**config.mk**
```make
export PLATFORM = sky130hd
export DESIGN_NAME = bcd_countdown_timer
export DESIGN_NICKNAME = d
export VERILOG_FILES = /design/src/rtl/bcd_countdown_timer.sv
export SDC_FILE = /design/constraint.sdc
export NUM_CORES = 1
export LEC_CHECK = 0
export ABC_AREA = 1
export CAP_MARGIN = 15
export CORE_UTILIZATION = 34
export DETAILED_ROUTE_END_ITERATION = 10
export GPL_TIMING_DRIVEN = 0
export PLACE_DENSITY_LB_ADDON = 0.15
export SETUP_SLACK_MARGIN = 0.05
export SLEW_MARGIN = 20
export SYNTH_ARGS = -nofsm -noshare
export SYNTH_HDL_FRONTEND = slang
export SYNTH_SLANG_ARGS = --single-unit
```
**constraint.sdc**
```tcl
create_clock -name clk -period 2.67 [get_ports clk]
set_clock_uncertainty 0.2 [all_clocks]
set_input_delay 0.801 -clock clk [delete_from_list [all_inputs] [get_ports clk]]
set_output_delay 0.801 -clock clk [all_outputs]
set_load 0.05 [all_outputs]
```
**src/rtl/bcd_countdown_timer.sv**
```systemverilog
// Multi-digit BCD countdown timer for the game round clock: internal tick prescaler,
// pause/resume, optional auto-reload of the last loaded value, one-cycle expiry pulse.
module bcd_countdown_timer #(
   parameter int NUM_DIGITS  = 4,
   parameter int TICK_DIV    = 50000000,
   parameter bit AUTO_RELOAD = 1'b0
) (
   input  logic                    clk,
   input  logic                    rst,
   input  logic                    load,
   input  logic [4*NUM_DIGITS-1:0] load_value,
   input  logic                    start,
   input  logic                    pause,
   output logic [4*NUM_DIGITS-1:0] digits,
   output logic                    running,
   output logic                    done,
   output logic                    expired
);

   localparam int W  = 4 * NUM_DIGITS;
   localparam int PW = (TICK_DIV > 1) ? $clog2(TICK_DIV) : 1;
   localparam logic [PW-1:0] PRE_MAX = PW'(TICK_DIV - 1);

   typedef enum logic [1:0] {
      S_IDLE   = 2'd0,
      S_RUN    = 2'd1,
      S_PAUSED = 2'd2,
      S_DONE   = 2'd3
   } state_t;

   state_t        state_q, state_d;
   logic [W-1:0]  digits_q, digits_d;
   logic [W-1:0]  reload_q, reload_d;
   logic [PW-1:0] pre_q, pre_d;
   logic          expired_q, expired_d;

   logic [W-1:0]  clamped;
   logic [W-1:0]  decremented;
   logic          dec_zero;
   logic          tick;

   always_ff @(posedge clk) begin
      if (rst) begin
         state_q   <= S_IDLE;
         digits_q  <= '0;
         reload_q  <= '0;
         pre_q     <= '0;
         expired_q <= 1'b0;
      end else begin
         state_q   <= state_d;
         digits_q  <= digits_d;
         reload_q  <= reload_d;
         pre_q     <= pre_d;
         expired_q <= expired_d;
      end
   end

   always_comb begin
      clamped = '0;
      for (int i = 0; i < NUM_DIGITS; i++) begin
         clamped[4*i +: 4] = (load_value[4*i +: 4] > 4'd9) ? 4'd9 : load_value[4*i +: 4];
      end
   end

   // Digit 0 always takes the borrow; a zero digit becomes 9 and passes it upward.
   always_comb begin
      logic borrow;
      decremented = digits_q;
      borrow      = 1'b1;
      for (int i = 0; i < NUM_DIGITS; i++) begin
         if (borrow) begin
            if (digits_q[4*i +: 4] == 4'd0) begin
               decremented[4*i +: 4] = 4'd9;
            end else begin
               decremented[4*i +: 4] = digits_q[4*i +: 4] - 4'd1;
               borrow                = 1'b0;
            end
         end
      end
   end

   assign dec_zero = (decremented == '0);
   assign tick     = (pre_q == PRE_MAX);

   always_comb begin
      state_d   = state_q;
      digits_d  = digits_q;
      reload_d  = reload_q;
      pre_d     = pre_q;
      expired_d = 1'b0;
      if (load) begin
         digits_d = clamped;
         reload_d = clamped;
         pre_d    = '0;
         state_d  = S_IDLE;
      end else if (start) begin
         if (state_q == S_RUN) begin
            pre_d = '0;
         end else if (digits_q != '0) begin
            state_d = S_RUN;
            pre_d   = '0;
         end else begin
            state_d   = S_DONE;
            expired_d = 1'b1;
         end
      end else begin
         case (state_q)
            S_RUN: begin
               if (pause) begin
                  state_d = S_PAUSED;
               end else if (tick) begin
                  pre_d = '0;
                  if (dec_zero) begin
                     expired_d = 1'b1;
                     if (AUTO_RELOAD && (reload_q != '0)) begin
                        digits_d = reload_q;
                     end else begin
                        digits_d = '0;
                        state_d  = S_DONE;
                     end
                  end else begin
                     digits_d = decremented;
                  end
               end else begin
                  pre_d = pre_q + PW'(1);
               end
            end
            S_PAUSED: begin
               if (!pause) state_d = S_RUN;
            end
            default: begin
            end
         endcase
      end
   end

   always_comb begin
      digits  = digits_q;
      running = (state_q == S_RUN);
      done    = (state_q == S_DONE);
      expired = expired_q;
   end

endmodule

```
==> metrics.cfg, run 1 <==
[critical_path]
reg2reg_slack_ns=0.26
cp_num_cells=1
crit_slowest_cell=clkdlybuf4s50_1
critical_path.top_delay_family=buffers and inverters
cp_num_buf_inv=1
cp.required_ns=1.67
end_kind=primary output
critical_path_arrival_ns=1.57
r2r_cells=12
cp-start-kind=register
cp_cell_sequence=clkdlybuf4s50_1
worstReg2RegEnd=digits[8]
critPathKind=reg -> out
r2r-start=pre_q[1]
slowest_delay_ns=0.84
crit_fanout=6

[place]
hpwl_microns=6450
gp_congestion=0.873
io_buffers=38
place_ws_ns=-0.564
placed_area_sq_um=3440

[floorplanning]
die-area_sq_um=8980
die_h_microns=94.8
core_region_area_sq_um=8260
rows=33
boundaryPins=40
initial_core_util_pct=35.4
die_w_microns=94.8

[final_layout]
nNetsFinal=538
antenna_cells=0
fin_util_pct=43.4
finalInstanceArea_sq_um=3590
final_common_cell=nand2_1
layout-drive-gt1-share_pct=7.93
syn_to_final_growth_pct=22.6
layout_common_cells=nand2_1, nor2_1, inv_1

[synthesis]
syn-num-nets=490
synth_area_leader_cell=dfxtp_1
ys_seq_area_share_pct=30.8
syn_inst=468
syn-mean-instance-area_sq_um=6.25
yosysUniqueCellTypes=36
syn-cell-area_sq_um=2930
synth_top_area_share_pct=30.8
yosysWarnings=0
ys_ff_latch=45
ys_top_cells_by_area=dfxtp_1, nand2_1, nor2_1, inv_1, nand3_1

[routing]
first_pass_iters=5
drt-total-wl_microns=8430
postRouteAntennaNets=0
wl_per_cell_microns=13.6
initialDrtViolationCount=151
drcViolationCount=0
num_vias=3175
vias_per_cell=5.10

[cts]
clockBufferDepth=2
cts.hold.buffers_added=0
clkTransAtPathRegs_ns=0.09
cts_tree=built
cts-root-buf=clkbuf_8
clkLatencyLatePin_ns=0.31
numCtsBuffers=5
clock-sinks=45
ctsHtreeMaxLevel=2

[run]
maxCapViolations=0

[worst_hold_path]
min_to=pre_q[5]
hold_class=reg -> reg
hold_depth=1
min_from=pre_q[5]

[global_route]
grt_usage_pct=19.9
antenna_found_initial=0
grt_max_degree=15
gr-total-overflow=0
grt_pass1_vias=2907
grt_pass1_wl_microns=14000

[sta]
fin_crit_sh_pct=96.5
max_clock_freq_mhz=388
drv_slew=0
final-setup-viol-count=0
period_needed_ns=2.58
hold_viol=0
worstMarginPinSlew_ns=0.516
rsz0062_at_grt=true
whs_ns=0.309
timing.slew.headroom_pct=65.5
worst_slack_ns=0.0943

[power]
power_density_nw_per_um2=431
p_leak_nw=1.43
ir_drop_mv=0.258

[run_status]
status=complete, no violations

## through the flow
stage               power (W)  setup TNS, ns  std cells
detailed placement    0.00112         -11.47        611
global placement      0.00112         -12.68        611
finish                0.00155              0        622
global route          0.00163              0        622
CTS                   0.00156              0        619
floorplan            0.000994              0        468
## where the power goes
| group | switching (W) | leakage [nW] | total [W] | internal (W) |
|---|---|---|---|---|
| clock network | 0.000254 | 0.0439 | 0.000436 | 0.000181 |
| registers | 0.0000282 | 0.367 | 0.000721 | 0.000693 |
| logic | 0.000256 | 1.02 | 0.000390 | 0.000134 |
| total | 0.000539 | 1.43 | 0.00155 | 0.00101 |
## cell usage after synthesis (all sizes together)
| library cell | instances |
|---|---|
| nor4 | 4 |
| o211ai | 2 |
| xnor2 | 5 |
| nand3b | 2 |
| buf | 5 |
| or2 | 1 |
| clkbuf | 5 |
| a21oi | 29 |
| nor2 | 79 |
| nor3 | 15 |
| a21boi | 1 |
| dfxtp | 45 |
| nand2 | 108 |
| ha | 1 |
| nor3b | 1 |
| xor2 | 11 |
| o21ai | 32 |
| a31oi | 13 |
| o21bai | 1 |
| inv | 54 |
| clkinv | 1 |
| and2 | 1 |
| nand4 | 16 |
| nand3 | 36 |
## logic make-up after synthesis
family          Yosys count  synth area share [%]
buf+inv                  65                  8.60
xor+xnor                 16                  4.79
flops                    45                  30.8
fa+ha+maj                 1                 0.428
simple gates            263                  40.6
compound gates           78                  14.8
## worst max-delay path by stage
| stage | start | slack (ns) | endpoint |
|---|---|---|---|
| finish | digits[13] | 0.09 | digits[13] |
| global route | pre_q[1] | 0.04 | digits[10] |
| CTS | pre_q[0] | 0.06 | digits[8] |
| detailed placement | load | -0.56 | pre_q[19] |
| global placement | load | -0.60 | pre_q[1] |
| floorplan | state_q[0] | 0.14 | pre_q[14] |
## layout make-up
type                       count  area (sq um)
clock inverter                 3          17.5
inverter                      55           208
fill                         894          4670
tap                          105           131
sequential                    45           902
timing repair buffer          41           417
clock buffer                   5          68.8
multi-input combinational    358          1790
buffer                        10          52.6
## metal layers
layer / up-vias / GRT usage [%] / part of all wire [%] / wire length, microns
met4: 0 / 5.81 / 1.8 / 154
li1: 1636 / - / - / -
met3: 15 / 3.22 / 5.6 / 473
met1: 1421 / 27.8 / 49 / 4100
met5: - / 0 / 0 / 0
met2: 103 / 31.2 / 44 / 3700
## flip-flops by register name, indices dropped and copies added (netlist names)
name	flops
expired	1
digits	16
pre_q	26
state_q	2
## repair_timing
action | in CTS | in global routing
resized for setup | 6 | 13
setup endpoints to repair | 26 | 40
setup buffers | 0 | 3
pin swaps | 0 | 3
hold endpoints to repair | 0 | 0
Note: power is estimated with default switching activity, not from simulation.
==> inputs of run 2 (changes only) <==
--- a/config.mk
+++ b/config.mk
@@ -14,2 +14,3 @@
 export SETUP_SLACK_MARGIN = 0.05
+export SKIP_LAST_GASP = 1
 export SLEW_MARGIN = 20
--- a/constraint.sdc
+++ b/constraint.sdc
@@ -4,2 +4,2 @@
 set_output_delay 0.801 -clock clk [all_outputs]
-set_load 0.05 [all_outputs]
+set_load 0.1 [all_outputs]
==> run 2 against run 1 <==
- clock-buffer cell count did not move
- register-to-register slack got worse by 0.02 ns
- combinational power is 19% higher
- global-route usage is 0.088 points higher
- non-clock buffer count is 4 higher
- first-iteration DRC count up 61%
- critical path depth unchanged
- via count up 0.94%
- utilization shrank 0.15 points
- power is 5.8% higher
- routed wire length increased by 0.71%
- sequential share of layout area up 0.16 points
- critical path type unchanged
- largest power group unchanged
- highest routed layer unchanged
==> metrics.cfg, run 2 (same netlist as run 1, synthesis figures left out) <==
[global_route]
grt_pass1_vias=2955
gr-total-overflow=0
antenna_found_initial=0
grt_max_degree=16
grt_usage_pct=20.0
grt_pass1_wl_microns=14100

[sta]
rsz0062_at_grt=false
max_clock_freq_mhz=390
worst_slack_ns=0.104
timing.slew.headroom_pct=34.5
drv_slew=0
worstMarginPinSlew_ns=0.986
period_needed_ns=2.57
fin_crit_sh_pct=96.1
final-setup-viol-count=0
hold_viol=0

[cts]
cts-root-buf=clkbuf_8
cts_tree=built
clockBufferDepth=2
clkLatencyLatePin_ns=0.31
ctsHtreeMaxLevel=2
numCtsBuffers=5
clock-sinks=45
clkTransAtPathRegs_ns=0.10

[final_layout]
nNetsFinal=542
instances_no_fill=626
layout_common_cells=nand2_1, nor2_1, inv_1
layout-drive-gt1-share_pct=12.3
antenna_cells=0
regMostFlops=pre_q
register_area_sq_um=905
syn_to_final_growth_pct=22.2
largest_reg_flops=26
multiInputGateArea_sq_um=1810
final_common_cell=nand2_1
fillers=909

[power]
clockPowerShare_pct=27.5
power_w=0.00164
internal-power_w=0.00101
ir_drop_mv=0.236
p_seq_share_pct=44.1
power_density_nw_per_um2=458
p_leak_nw=1.37
switching_power_w=0.000625
pwr-share-comb_pct=28.4
sw_frac_of_total_pct=38.2

[critical_path]
critical_path.top_delay_family=buffers and inverters
crit_fanout=4
end_kind=primary output
cp_cell_sequence=dlygate4sd2_1
cp_num_buf_inv=1
critical_path_arrival_ns=1.57
slowest_delay_ns=0.88
crit_slowest_cell=dlygate4sd2_1
critPathKind=reg -> out
cp.required_ns=1.67
cp-start-kind=register

[place]
dp_cells=611
io_buffers=38
hpwl_microns=6450
gp_congestion=0.896
place_ws_ns=-0.530

[routing]
num_vias=3205
drcViolationCount=0
initialDrtViolationCount=243
vias_per_cell=5.12
drt-total-wl_microns=8490
wl_per_cell_microns=13.6
first_pass_iters=5
postRouteAntennaNets=0

[run]
maxCapViolations=0

[floorplanning]
boundaryPins=40
rows=33
core_region_area_sq_um=8260
die_h_microns=94.8
die_w_microns=94.8
die-area_sq_um=8980
initial_core_util_pct=35.4

[worst_hold_path]
hold_class=reg -> reg

[run_status]
status=complete, no violations

==> run 2: worst paths after layout <==
kind	start	end	slack, ns	depth (start not counted)
setup / recovery	digits[9]	digits[9]	0.10	1
hold / removal	pre_q[13]	pre_q[13]	0.31	2
setup reg to reg	digits[4]	pre_q[11]	0.24	12
hold reg to reg	pre_q[13]	pre_q[13]	0.31	2
==> run 2: power by group through the flow <==
stage / clock [W] / combinational, W / sequential (W)
2_1_floorplan: 0 / 0.000211 / 0.000855
3_3_place_gp: 0 / 0.000457 / 0.000738
3_5_place_dp: 0 / 0.000456 / 0.000737
4_1_cts: 0.000467 / 0.000448 / 0.000721
5_1_grt: 0.000495 / 0.000503 / 0.000727
6_report: 0.000451 / 0.000464 / 0.000722
==> run 2: timing repair <==
| action | 4_1_cts | 5_1_grt |
|---|---|---|
| hold endpoints to repair | 0 | 0 |
| buffers inserted | 0 | 7 |
| endpoints found under the setup margin | 42 | 45 |
| pin swaps | 0 | 4 |
| resized for setup | 34 | 29 |
| hold buffers | 0 | 0 |
| cloned | 0 | 0 |
==> run 2: metal layers <==
layer | GRT usage, % | vias to the layer above | part of all wire, %
met5 | 0 | - | 0
met4 | 3.91 | 0 | 0.87
met3 | 3.54 | 8 | 4.4
met2 | 33.0 | 85 | 47
met1 | 27.1 | 1467 | 48
li1 | - | 1645 | -
==> run 2: layout make-up <==
cell class              instances  share of cell area (%)
well taps                     105                    3.68
plain buffers                  10                    1.51
multi-input cells             358                    50.6
inverters                      55                    5.81
repair buffers                 45                    10.6
clock inverters                 3                   0.630
clock buffers                   5                    1.93
flip-flops and latches         45                    25.3
==> run 2: metrics by stage <==
stage | TNS (ns) | cell area, sq um | utilization (%) | hold slack, ns
global route | 0 | 3570 | 43.3 | 0.335
detailed placement | -10.95 | 3450 | 41.7 | 0.295
CTS | -0.0805 | 3530 | 42.8 | 0.316
floorplan | 0 | 2930 | - | 0.258
finish | 0 | 3570 | 43.3 | 0.311
global placement | -12.91 | 3450 | 41.7 | 0.284
==> variant (config.mk and constraints of run 2) <==
Make the reset (`rst`) asynchronous in one clocked block.
--- a/src/rtl/bcd_countdown_timer.sv
+++ b/src/rtl/bcd_countdown_timer.sv
@@ -39,7 +39,7 @@
    logic          dec_zero;
    logic          tick;
 
-   always_ff @(posedge clk) begin
+   always_ff @(posedge clk or posedge rst) begin
       if (rst) begin
          state_q   <= S_IDLE;
          digits_q  <= '0;
Check against the original RTL: differs if rst is asserted again (counterexample within 4 cycles, from zero or initial values and one cycle with rst high); with rst held inactive, the same outputs for 10 cycles.
==> variant against run 2 <==
Setup slack worse by 15 ps; fmax is 0.60% lower; wire length is 1.0% higher; synthesized area rose by 14%; critical path depth stayed put; final area grew 11%; sequential power up 10%; combinational power increased by 75%; largest power group is now combinational logic; non-clock buffer count is 6 lower; synthesized cell count grew 0.64%; critical path type unchanged; sequential cell count is the same; die area up 14%; power increased by 28%; count of clock-buffer cells in the layout increased by 2.
==> variant: results <==
{
  "hpwl_mm": 6.614,
  "synth_commonest_cells": "nand2_1, inv_1, nor2_1, dfrtp_1, o21ai_0",
  "crit_end": "digits[9]",
  "synthMuxAreaShare": 0,
  "status": "finished clean",
  "layout-drive-gt1-share": 0.1638,
  "crit_path_start": "digits[9]",
  "synth_compound_area_frac": 0.1371,
  "numPortBuffers": 39,
  "arrival_ps": 1580,
  "ctsHtreeMaxLevel": 2,
  "slowest_delay_ps": 850,
  "clk_root_buffer_cell": "clkbuf_8",
  "clk_latency_ps": 300,
  "synth_flop_cell": "dfrtp_1",
  "fillCellCount": 1012,
  "synthXorXnorAreaFrac": 0.03820,
  "antenna_cells": 0,
  "antenna_found_initial": 0,
  "grt_pass1_wl_mm": 14.71,
  "synthAdderAreaFrac": 0.01498,
  "reg2reg_from": "pre_q[1]",
  "gp_congestion": 0.8299,
  "cts_buffers": 5,
  "vias": 3225,
  "drt_iter0_markers": 109,
  "grt_pass1_vias": 3109,
  "ir_drop_mv": 0.2472,
  "ys_async_sr_fraction": 1.000,
  "fin_nets": 543,
  "drt-total-wl_mm": 8.575,
  "clk_pin_slew_ps": 90,
  "crit_slowest_cell": "clkdlybuf4s15_1",
  "grt_max_degree": 24,
  "p_leak_nw": 1.853,
  "yosysSeqAreaShare": 0.3371,
  "crit_fanout": 4,
  "firstDrtPassIters": 4,
  "post_cts_resized": 32,
  "post_cts.repair.setup_buffers": 0,
  "synthesis.nets": 496,
  "largest_reg_flops": 26,
  "cp_top_family": "buffers and inverters",
  "r2r_end": "digits[3]",
  "top_register": "pre_q",
  "r2r_setup_slack_ps": 350,
  "worstHoldStart": "pre_q[1]",
  "rr_worst_depth": 11,
  "clk_path_buf_depth": 2,
  "synthTopCellsByArea": "dfrtp_1, nand2_1, inv_1",
  "place_area_sq_um": 3913,
  "synth_cell_type_count": 45,
  "worst_pin_slew_ps": 959.2,
  "hold_path.class": "reg2reg",
  "grt_usage": 0.1831,
  "ys.warnings.count": 0
}
variant: per-layer routing:
metal / up-vias / wire length (microns) / global-route usage
li1: 1620 / - / -
met1: 1518 / 3850 / 0.2237
met2: 81 / 4322 / 0.3344
met3: 6 / 342 / 0.02705
met4: 0 / 59 / 0.04905
met5: - / 0 / 0
variant: where the power goes:
part           internal (mW)  total (mW)  switching, mW
Combinational          0.200       0.810          0.610
Sequential             0.733       0.796         0.0634
Clock                  0.235       0.484          0.250
variant: cells by family after synthesis:
family | count (synthesis)
simple gates | 251
buf+inv | 82
compound gates | 77
flops | 45
xor+xnor | 12
fa+ha+maj | 4
variant: tightest hold or removal path, stage by stage (launching register included):
cell	delay [ps]
dfrtp_1	380
nand2_1	60
nand2_1	60
variant: final cells by class:
class | instances | area, sq um | area share
flip-flops and latches | 45 | 1126 | 0.2831
inverters | 73 | 276.5 | 0.06952
well taps | 129 | 161.4 | 0.04058
repair buffers | 40 | 366.6 | 0.09217
clock inverters | 1 | 5.005 | 0.001258
multi-input cells | 344 | 1881 | 0.4728
clock buffers | 7 | 96.34 | 0.02422
plain buffers | 9 | 65.06 | 0.01636
variant: worst min path at each step:
stage	end	slack (ps)	cells after the start
after floorplan	pre_q[1]	270	2
after global placement	pre_q[1]	300	2
after detailed placement	pre_q[1]	300	2
after CTS	pre_q[1]	320	2
after global routing	pre_q[1]	350	2
final	pre_q[1]	320	2
variant: per-stage QoR:
step | setup slack (ps) | cells | util | hold slack [ps]
floorplan | 209.2 | 471 | - | 274.5
global placement | -535.1 | 639 | 0.4154 | 297.0
detailed placement | -333.8 | 640 | 0.4175 | 296.7
CTS | -226.6 | 648 | 0.4276 | 322.6
global route | 37.80 | 648 | 0.4244 | 353.6
finish | 88.46 | 648 | 0.4244 | 322.6
